--- src/rtl/rx_fifo.sv ---
// -----------------------------------------------------------------------------
// rx_fifo
//   Receive-side frame buffer placed directly after the UART receiver.
//   Each rising edge of rxDone captures one frame ({rxError, rxData}) into a
//   depth-entry circular FIFO. The head entry is presented show-ahead on a
//   valid/ready interface. Frames arriving while the FIFO is full (and no pop
//   frees a slot in the same cycle) are dropped and flagged in the sticky
//   overflow bit.
//
// Ports
//   tick         in   clock, all state updates on the rising edge
//   rstN         in   asynchronous active-low reset
//   rxData       in   receiver data, sampled on push
//   rxDone       in   receiver done (level or pulse); rising edge = push
//   rxError      in   receiver framing error, sampled on push
//   rdReady      in   consumer accepts the head entry this cycle
//   clrOverflow  in   clears the sticky overflow flag
//   rdData       out  head entry data (show-ahead)
//   rdError      out  head entry framing-error flag
//   rdValid      out  head entry present (= ~empty)
//   count        out  number of stored entries
//   full         out  count == depth
//   empty        out  count == 0
//   overflow     out  sticky: a frame was dropped while full
// -----------------------------------------------------------------------------
module rx_fifo #(
  parameter int bits  = 8,
  parameter int depth = 16
) (
  input  logic                     tick,
  input  logic                     rstN,
  input  logic [bits-1:0]          rxData,
  input  logic                     rxDone,
  input  logic                     rxError,
  input  logic                     rdReady,
  input  logic                     clrOverflow,
  output logic [bits-1:0]          rdData,
  output logic                     rdError,
  output logic                     rdValid,
  output logic [$clog2(depth):0]   count,
  output logic                     full,
  output logic                     empty,
  output logic                     overflow
);

  localparam int AW = $clog2(depth);
  localparam int CW = AW + 1;

  localparam logic [AW-1:0] PTR_ONE  = AW'(1);
  localparam logic [CW-1:0] CNT_ONE  = CW'(1);
  localparam logic [CW-1:0] CNT_ZERO = '0;
  localparam logic [CW-1:0] CNT_FULL = CW'(depth);

  // Entry layout: {error flag, data}
  logic [bits:0] mem [depth];

  logic [AW-1:0] wr_ptr_reg, wr_ptr_next;
  logic [AW-1:0] rd_ptr_reg, rd_ptr_next;
  logic [CW-1:0] count_reg, count_next;
  logic          overflow_reg, overflow_next;
  logic          done_q_reg;

  logic push;
  logic pop;
  logic wr_en;
  logic drop;

  // Flags decode from the registered count only, so they never glitch.
  assign empty   = (count_reg == CNT_ZERO);
  assign full    = (count_reg == CNT_FULL);
  assign rdValid = ~empty;
  assign count   = count_reg;
  assign overflow = overflow_reg;

  // done_q_reg resets to 1 so a done already high at reset release is not
  // mistaken for a new frame.
  assign push = rxDone & ~done_q_reg;
  assign pop  = rdValid & rdReady;

  // A pop in the same cycle frees the slot, so a push into a full FIFO is
  // still accepted when the consumer is draining.
  assign wr_en = push & (~full | pop);
  assign drop  = push & full & ~pop;

  always_comb begin
    wr_ptr_next   = wr_ptr_reg;
    rd_ptr_next   = rd_ptr_reg;
    count_next    = count_reg;
    overflow_next = overflow_reg;

    if (wr_en) begin
      wr_ptr_next = wr_ptr_reg + PTR_ONE;
    end
    if (pop) begin
      rd_ptr_next = rd_ptr_reg + PTR_ONE;
    end

    if (wr_en && !pop) begin
      count_next = count_reg + CNT_ONE;
    end else if (!wr_en && pop) begin
      count_next = count_reg - CNT_ONE;
    end

    // A new drop takes priority over a simultaneous clear.
    if (drop) begin
      overflow_next = 1'b1;
    end else if (clrOverflow) begin
      overflow_next = 1'b0;
    end
  end

  always_ff @(posedge tick or negedge rstN) begin
    if (!rstN) begin
      wr_ptr_reg   <= '0;
      rd_ptr_reg   <= '0;
      count_reg    <= '0;
      overflow_reg <= 1'b0;
      done_q_reg   <= 1'b1;
    end else begin
      wr_ptr_reg   <= wr_ptr_next;
      rd_ptr_reg   <= rd_ptr_next;
      count_reg    <= count_next;
      overflow_reg <= overflow_next;
      done_q_reg   <= rxDone;
    end
  end

  // Storage is deliberately not reset; the pointers alone define validity.
  always_ff @(posedge tick) begin
    if (wr_en) begin
      mem[wr_ptr_reg] <= {rxError, rxData};
    end
  end

  // Show-ahead read of the head entry.
  assign {rdError, rdData} = mem[rd_ptr_reg];

endmodule

--- config.mk ---
export PLATFORM = sky130hd
export DESIGN_NAME = rx_fifo
export DESIGN_NICKNAME = d
export VERILOG_FILES = /design/src/rtl/rx_fifo.sv
export SDC_FILE = /design/constraint.sdc
export NUM_CORES = 1
export LEC_CHECK = 0
export CAP_MARGIN = 20
export CORE_ASPECT_RATIO = 0.9
export CORE_UTILIZATION = 30
export CTS_BUF_LIST = sky130_fd_sc_hd__clkbuf_4
export CTS_CLUSTER_DIAMETER = 60
export DETAILED_ROUTE_END_ITERATION = 8
export DONT_BUFFER_PORTS = 1
export PLACE_DENSITY_LB_ADDON = 0.2
export SLEW_MARGIN = 5
export SYNTH_ARGS = -nofsm -noshare
export SYNTH_HDL_FRONTEND = slang
export SYNTH_SLANG_ARGS = --single-unit
--- constraint.sdc ---
create_clock -name tick -period 6.6 [get_ports tick]
set_input_delay 0 -clock tick [delete_from_list [all_inputs] [get_ports tick]]
set_output_delay 0 -clock tick [all_outputs]
set_load 0.005 [all_outputs]
==> results of run 1 <==
## path summary, 6_finish.rpt
path                               start             to  slack, ps
setup reg to reg                count[1]       count[4]       3800
max in group asynchronous           rstN  rd_ptr_reg[0]       5610
hold reg to reg            wr_ptr_reg[3]  wr_ptr_reg[3]        560
min in group asynchronous           rstN       count[1]        480
setup / recovery           rd_ptr_reg[0]      rdData[6]       3670
hold / removal                   rdReady  rd_ptr_reg[2]        240
## kinds of logic after synthesis
group,share of synthesized area (%)
adder cells (fa/ha/maj),2.026
multiplexers,12.31
flip-flops,71.79
buffers and inverters,2.561
XOR/XNOR,1.338
AO/OA/AOI/OAI,6.020
AND/OR/NAND/NOR,3.956
## layout make-up
class | instances | area share, %
Clock inverter | 12 | 2.144
Timing Repair Buffer | 20 | 2.762
Sequential cell | 159 | 64.51
Tap cell | 286 | 4.907
Inverter | 11 | 0.5661
Clock buffer | 20 | 2.059
Multi-Input combinational cell | 168 | 23.06
## power groups by stage
stage                     clock network [W]  logic (W)  registers [W]
final                              0.000622   0.000877        0.00130
after global routing               0.000686   0.000962        0.00132
after CTS                          0.000644   0.000884        0.00131
after detailed placement                  0   0.000858        0.00133
after global placement                    0   0.000854        0.00133
after floorplan                           0   0.000718        0.00126
## layout by cell type, fill, tap and decap left out, types with 2 or more instances in the layout
cell type,count
a221oi_1,9
dfrtp_1,13
o21ai_0,12
buf_4,2
dlygate4sd3_1,16
clkinv_2,2
nand2_1,15
xnor2_1,9
a221oi_2,9
edfxtp_1,144
a21oi_1,2
clkinv_1,2
mux2i_1,37
mux4_2,16
nor2_1,6
clkinvlp_4,2
ha_1,9
mux4_1,2
a22oi_1,9
bufinv_16,3
inv_1,10
a21o_1,2
inv_6,3
clkbuf_4,20
nand2b_1,2
nand4_1,2
and2_1,14
## metrics by stage
stage / hold WS [ps] / power (W) / std cells
after floorplan: -295.6 / 0.001980 / 353
after global placement: -295.1 / 0.002180 / 626
after detailed placement: -295.1 / 0.002188 / 626
after CTS: 189.9 / 0.002834 / 674
after global routing: 200.6 / 0.002966 / 676
final: 239.7 / 0.002800 / 676
## metal layers
metal | GRT usage, % | up-vias | part of all wire (%)
met5 | 0 | - | 0.066
met4 | 4.139 | 2 | 0.98
met3 | 3.319 | 11 | 4.5
met2 | 20.22 | 57 | 47
met1 | 18.41 | 1624 | 47
li1 | - | 1453 | -
## tightest hold or removal path: stages
cell	delay (ps)
dlygate4sd3_1	590
nand3_1	100
xnor2_1	60
## timing repair
item	4_1_cts	5_1_grt
endpoints found under the hold margin	172	0
buffers inserted	0	0
hold buffers	16	0
==> results.json, run 1 <==
{
  "outcome": "finished, final reports clean",
  "p_switching_w": 0.0009557,
  "whs_path_depth": 3,
  "overflow": 0,
  "port-buffer-count": 0,
  "dr.pass1.iters": 4,
  "wl_um": 13610,
  "clk_path_buf_depth": 2,
  "cts_buffers": 17,
  "register_area_um2": 4705,
  "tightest_slew_ps": 1061,
  "routed_via_density": 4.655,
  "grt_start_max_net_pins": 43,
  "avgSynthCellArea_um2": 18.55,
  "cp_cell_sequence": "buf_4 > mux4_1 > a22oi_1 > nand2_1",
  "netlist.area_leader.share_pct": 66.04,
  "finalCritPeriodShare_pct": 44.38,
  "cp_top_family": "buffers and inverters",
  "pwr-share-clk_pct": 22.2,
  "cts.sinks": 159,
  "yosysTopAreaCell": "edfxtp_1",
  "cts_resized": 0,
  "place_area_um2": 6800,
  "slew_viol_final": 0,
  "async_flop_share_pct": 9.434,
  "cp-end-kind": "primary output",
  "fmax_ghz": 0.3414,
  "clock_latency_ps": 550,
  "post_drt_wl_per_cell_um": 20.13,
  "power.internal_w": 0.001844,
  "swShare_pct": 34.13,
  "clock_skew_ps": 15.25,
  "p_comb_share_pct": 31.3,
  "setup_viol": 0,
  "critPathArrivalTime_ps": 2930,
  "rsz0062_at_grt": "no",
  "rr_worst_depth": 10,
  "hpwl_um": 8549,
  "yosys-top-cells-area": "edfxtp_1 66%, mux2i_1 5.7%, mux4_2 5.5%",
  "worstPathRequired_ps": 6600,
  "root_buffer": "clkbuf_4",
  "start_kind": "register",
  "ys_ff_latch": 159,
  "grt_pass1_wl_um": 20870,
  "fp.dieArea_um2": 22420,
  "hold_violations": 0,
  "multi_input_area_um2": 1682,
  "nFillCells": 1987,
  "dp_slack_ps": 3837,
  "timing.final.ws_setup_ps": 3671,
  "antenna_cells": 0,
  "max_stage_delay_ps": 690,
  "synth.yosys.warnings": 0,
  "utilization_pct": 34.59,
  "vias": 3147,
  "largest_register_ffs": 144,
  "critPathBufInv": 1,
  "syn_area_um2": 6548,
  "antenna_found_initial": 1,
  "drtAntennaViolNets": 0,
  "p_per_area_nw_per_um2": 383.9,
  "area_delta_synth_final_pct": 11.39,
  "slew_headroom_pct": 28.98,
  "max_cap_violations": 0,
  "grtUsageTotal_pct": 13.23,
  "synth_edf_count": 144,
  "core-area_um2": 21080,
  "period_needed_ps": 2929,
  "die_y_um": 142.2,
  "yosysMostFrequentCell": "edfxtp_1",
  "syn_inst": 353,
  "drive_above_1_share_pct": 17.18,
  "crit_slowest_cell": "buf_4",
  "cts_max_level": 4,
  "power_frac_seq_pct": 46.4,
  "path_clk_slew_ps": 120,
  "fin_nets": 401,
  "synth_flop_cell": "edfxtp_1",
  "yosysSeqAreaShare_pct": 71.79,
  "synthTopCellsByCount": "144 x edfxtp_1, 37 x mux2i_1, 16 x mux4_2, 15 x nand2_1",
  "cts_tree": "built",
  "gp_congestion": 0.7333,
  "initial_core_util_pct": 31.06,
  "final.setup.tns_ps": 0,
  "vdd_drop_max_mv": 0.1630,
  "rows": 50,
  "drc": 0,
  "fin_area_um2": 7293,
  "drt_iter0_drc": 191,
  "path_depth": 4,
  "die_w_um": 157.7,
  "io_pins": 32,
  "syn_nets": 377,
  "hold_class": "input pin to register",
  "synth_cell_types": 40,
  "grt_pass1_vias": 3247,
  "crit_fanout": 42,
  "critical_path_class": "register to primary output",
  "p_leak_nw": 2.446
}
(Power assumes the default switching activity.)
==> run 2: changes to the inputs <==
clock period = 2.48 ns   (was 6.6 ns; I/O delays follow)
==> run 2 against run 1 <==
Effect of this change:
- clock power rose by 120%
- flip-flop and latch count unchanged
- first-iteration DRC count rose by 36%
- global-route usage is essentially flat
- die area stayed put
- largest power group unchanged
- highest routed layer is now met4
==> results.json, run 2 (same netlist as run 1, synthesis figures left out) <==
{
  "vias": 3192,
  "final_cell_mix": "144 x edfxtp_1, 37 x mux2i_1, 22 x buf_4",
  "utilization_pct": 35.64,
  "finalCritPeriodShare_pct": 95.10,
  "worstPathRequired_ps": 2980,
  "rsz0062_at_grt": "yes",
  "cp-end-kind": "register",
  "tightest_slew_ps": 906.5,
  "port-buffer-count": 0,
  "die_w_um": 157.7,
  "cts_max_level": 4,
  "whs_path_depth": 3,
  "fin_cells": 699,
  "core-area_um2": 21080,
  "antenna_found_initial": 1,
  "rows": 50,
  "power_frac_seq_pct": 43.8,
  "outcome": "finished, final reports clean",
  "die_y_um": 142.2,
  "hold_class": "input pin to register",
  "path_depth": 10,
  "start_kind": "register",
  "grt_pass1_wl_um": 20820,
  "cp_top_family": "simple AND/OR/NAND/NOR gates",
  "critical_path_class": "register to register",
  "hpwl_um": 8994,
  "swShare_pct": 36.21,
  "io_pins": 32,
  "p_per_area_nw_per_um2": 1008,
  "drc": 0,
  "setup_viol": 0,
  "cts_buffers": 17,
  "gp_congestion": 0.7271,
  "fin_nets": 423,
  "hold_violations": 0,
  "max_stage_delay_ps": 450,
  "critPathBufInv": 1,
  "clk_path_buf_depth": 2,
  "power.internal_w": 0.004831,
  "clock_latency_ps": 550,
  "fmax_ghz": 0.4240,
  "drtAntennaViolNets": 0,
  "cp_cell_sequence": "nor4_4 > nand2b_1 > nand2_2 > ha_2 > inv_2 > fa_2 > a21o_1 > a21oi_2 > mux2i_1 > xnor2_1",
  "p_switching_w": 0.002743,
  "nFillCells": 1994,
  "p_leak_nw": 2.548,
  "routed_via_density": 4.567,
  "final_common_cell": "edfxtp_1",
  "cts_tree": "built",
  "wl_um": 13640,
  "rr_worst_depth": 10,
  "dr.pass1.iters": 4,
  "vdd_drop_max_mv": 0.3540,
  "crit_slowest_cell": "dfrtp_2",
  "drt_iter0_drc": 260,
  "grtUsageTotal_pct": 13.18,
  "cts.sinks": 159,
  "initial_core_util_pct": 31.06,
  "post_drt_wl_per_cell_um": 19.51,
  "p_comb_share_pct": 37.9,
  "largest_register_ffs": 144,
  "area_delta_synth_final_pct": 14.75,
  "critPathArrivalTime_ps": 2850,
  "drive_above_1_share_pct": 24.27,
  "fp.dieArea_um2": 22420,
  "max_cap_violations": 0,
  "pwr-share-clk_pct": 18.4,
  "clock_skew_ps": 22.44,
  "root_buffer": "clkbuf_4",
  "period_needed_ps": 2358,
  "slew_viol_final": 0,
  "path_clk_slew_ps": 150,
  "grt_pass1_vias": 3293,
  "grt_start_max_net_pins": 22,
  "overflow": 0,
  "crit_fanout": 5,
  "slew_headroom_pct": 39.34,
  "dpl.cell_count": 648
}
run 2: worst reg2reg max path: stages, from the launching register on:
cell	delay (ps)
dfrtp_2	450
nor4_4	320
nand2b_1	130
nand2_2	100
ha_2	190
inv_2	70
fa_2	360
a21o_1	180
a21oi_2	140
mux2i_1	220
xnor2_1	130
run 2: timing repair:
| action | 4_1_cts | 5_1_grt |
|---|---|---|
| setup buffers | 2 | 0 |
| gates resized for setup | 2 | 13 |
| hold buffers | 16 | 0 |
| setup endpoints to repair | 10 | 7 |
| endpoints found under the hold margin | 174 | 0 |
| pin swaps | 0 | 1 |
run 2: power groups by stage:
stage	Combinational [W]	Clock (W)	Sequential (W)
after floorplan	0.00191	0	0.00336
after CTS	0.00279	0.00144	0.00332
after detailed placement	0.00253	0	0.00348
after global routing	0.00312	0.00154	0.00334
final	0.00287	0.00139	0.00332
after global placement	0.00252	0	0.00348
run 2: stage by stage:
step | setup WS (ps) | TNS [ps] | power (W) | hold slack (ps) | area (µm²)
after CTS | 14.00 | 0 | 0.007539 | 191.0 | 7422
after detailed placement | -0.8982 | -0.8982 | 0.006012 | -295.3 | 6979
after global routing | -29.83 | -29.83 | 0.008001 | 212.6 | 7513
after global placement | 48.08 | 0 | 0.005992 | -295.2 | 6979
final | 121.5 | 0 | 0.007574 | 243.0 | 7513
after floorplan | 6.844 | 0 | 0.005273 | -295.6 | 6551
run 2: area by class of cell:
class | count | area (µm²) | share of cell area [%]
multi-input combinational | 168 | 1769 | 23.55
timing repair buffer | 42 | 391.6 | 5.212
tap | 286 | 357.8 | 4.763
inverter | 11 | 41.29 | 0.5495
clock inverter | 14 | 110.1 | 1.465
antenna | 1 | 2.502 | 0.03331
clock buffer | 18 | 135.1 | 1.799
sequential | 159 | 4706 | 62.63
run 2: final timing paths:
check / from / endpoint / slack, ps
max: count[0] / count[4] / 120
min: rdReady / rd_ptr_reg[2] / 240
max reg2reg: count[0] / count[4] / 120
min reg2reg: wr_ptr_reg[3] / wr_ptr_reg[3] / 570
max in group asynchronous: rstN / rd_ptr_reg[0] / 1530
min in group asynchronous: rstN / count[4] / 440
run 2: routing by layer:
layer | track usage, % | vias up | share of wire, %
li1 | - | 1501 | -
met2 | 20.45 | 60 | 47
met3 | 3.197 | 8 | 5.2
met5 | 0 | - | 0
met4 | 3.986 | 0 | 0.95
met1 | 18.20 | 1623 | 47
==> run 3: changes to the inputs <==
CTS_BUF_LIST = sky130_fd_sc_hd__clkbuf_16   (was sky130_fd_sc_hd__clkbuf_4)
CTS_CLUSTER_DIAMETER = default   (was 60)
==> run 3 against run 2 <==
Effect of this change:
- final cell count shrank 0.43%
- via count grew 0.88%
- sequential power grew 2%
- flip-flop and latch count is the same
- non-clock buffer count shrank 3
- highest routed layer unchanged
- final area grew 2.5%
- clock skew shrank 13 ps
- wire length shrank 0.30%
- critical endpoint unchanged
- total power grew 11%
==> results.json, run 3 (same netlist as run 1, synthesis figures left out) <==
{
  "outcome": "finished, final reports clean",
  "finalCritPeriodShare_pct": 94.42,
  "register_area_um2": 4706,
  "cts_buffers": 17,
  "setup_viol": 0,
  "clock_latency_ps": 420,
  "fmax_ghz": 0.4271,
  "slew_viol_final": 0,
  "top_usage_layer": "met2",
  "vias": 3220,
  "reg2reg_setup_slack_ps": 140,
  "drc": 0,
  "wl_um": 13600,
  "vdd_drop_max_mv": 0.4908,
  "rsz0062_at_grt": "yes",
  "grt_pass1_wl_um": 20980,
  "period_needed_ps": 2342,
  "path_clk_slew_ps": 70,
  "final_common_cell": "edfxtp_1",
  "critical_path_class": "register to register",
  "hold_class": "input pin to asynchronous set/reset pin",
  "cts_tree": "built",
  "rows": 50,
  "utilization_pct": 36.52,
  "clock_skew_ps": 9.240,
  "largest_register_ffs": 144,
  "cp-end-kind": "register",
  "drtAntennaViolNets": 0,
  "io_pins": 32,
  "final_cell_mix": "144 x edfxtp_1, 37 x mux2i_1, 23 x buf_4",
  "fp.dieArea_um2": 22420,
  "dr.pass1.iters": 4,
  "multi_input_area_um2": 1705,
  "timing.rr.end": "count[4]",
  "antenna_found_initial": 1,
  "die_w_um": 157.7,
  "start_kind": "register",
  "crit_fanout": 5,
  "drive_above_1_share_pct": 22.98,
  "hpwl_um": 8994,
  "port-buffer-count": 0,
  "grt_pass1_vias": 3290,
  "p_leak_nw": 2.642,
  "grtUsageMet1_pct": 18.37,
  "r2r_start": "count[0]",
  "die_y_um": 142.2,
  "rr_worst_depth": 10,
  "cts_max_level": 4,
  "overflow": 0,
  "drt_iter0_drc": 231,
  "nFillCells": 1970,
  "grtUsageTotal_pct": 13.32,
  "core-area_um2": 21080,
  "tightest_slew_ps": 894.6,
  "clk_path_buf_depth": 2,
  "slew_headroom_pct": 40.14,
  "fin_nets": 420,
  "max_cap_violations": 0,
  "cts.sinks": 159,
  "critPathArrivalTime_ps": 2690,
  "grt_use_met3_pct": 2.771,
  "post_drt_wl_per_cell_um": 19.53,
  "timing.final.ws_setup_ps": 138.4,
  "initial_core_util_pct": 31.06,
  "grt_start_max_net_pins": 22,
  "gp_congestion": 0.7271,
  "worstPathRequired_ps": 2830,
  "dp_slack_ps": -0.8982,
  "p_per_area_nw_per_um2": 1091,
  "area_delta_synth_final_pct": 17.60,
  "root_buffer": "clkbuf_16",
  "routed_via_density": 4.626,
  "hold_violations": 0,
  "grtUsageMet2_pct": 20.38,
  "whs_ps": 61.80
}
run 3: worst max-delay path by stage:
stage	start	end	depth (start not counted)
final	count[0]	count[4]	10
after global routing	count[0]	count[4]	10
after CTS	rd_ptr_reg[1]	rdData[1]	5
after detailed placement	count[2]	count[4]	10
after global placement	count[2]	count[4]	10
after floorplan	count[0]	count[4]	10
run 3: final cells by class:
cell class / instances / area share [%]
Antenna cell: 1 / 0.03250
Clock buffer: 17 / 5.525
Clock inverter: 15 / 1.479
Inverter: 11 / 0.5362
Multi-Input combinational cell: 168 / 22.15
Sequential cell: 159 / 61.11
Tap cell: 286 / 4.647
Timing Repair Buffer: 39 / 4.517
run 3: where the power goes:
group	total [W]	switching [W]	internal (W)
clock network	0.00237	0.00109	0.00129
logic	0.00266	0.00150	0.00116
registers	0.00337	0.000200	0.00317
run 3: metal layers:
layer	vias up	wire length [µm]
li1	1495	-
met1	1659	6586
met3	11	463
met2	55	6407
met4	0	138
met5	-	0
run 3: worst max-delay path, stage by stage (launching register included):
cell      delay, ps
dfrtp_2         420
nor4_4          320
nand2b_1        130
nand2_2         100
ha_2            190
inv_2            70
fa_2            360
a21o_1          180
a21oi_2         140
mux2i_1         220
xnor2_1         130
run 3: per-stage QoR:
step	instance area, µm²	total power [W]	setup TNS [ps]	instances
final	7700	0.008403	0	696
after floorplan	6551	0.005273	0	353
after global routing	7700	0.008842	-14.27	696
after global placement	6979	0.005992	0	648
after CTS	7674	0.008487	0	695
after detailed placement	6979	0.006012	-0.8982	648
run 3: repair_timing:
item / CTS / global route
hold endpoints to repair: 165 / 0
endpoints found under the setup margin: 7 / 8
pin swaps: 0 / 1
hold buffers: 14 / 0
gates resized for setup: 1 / 5
setup buffers: 1 / 0
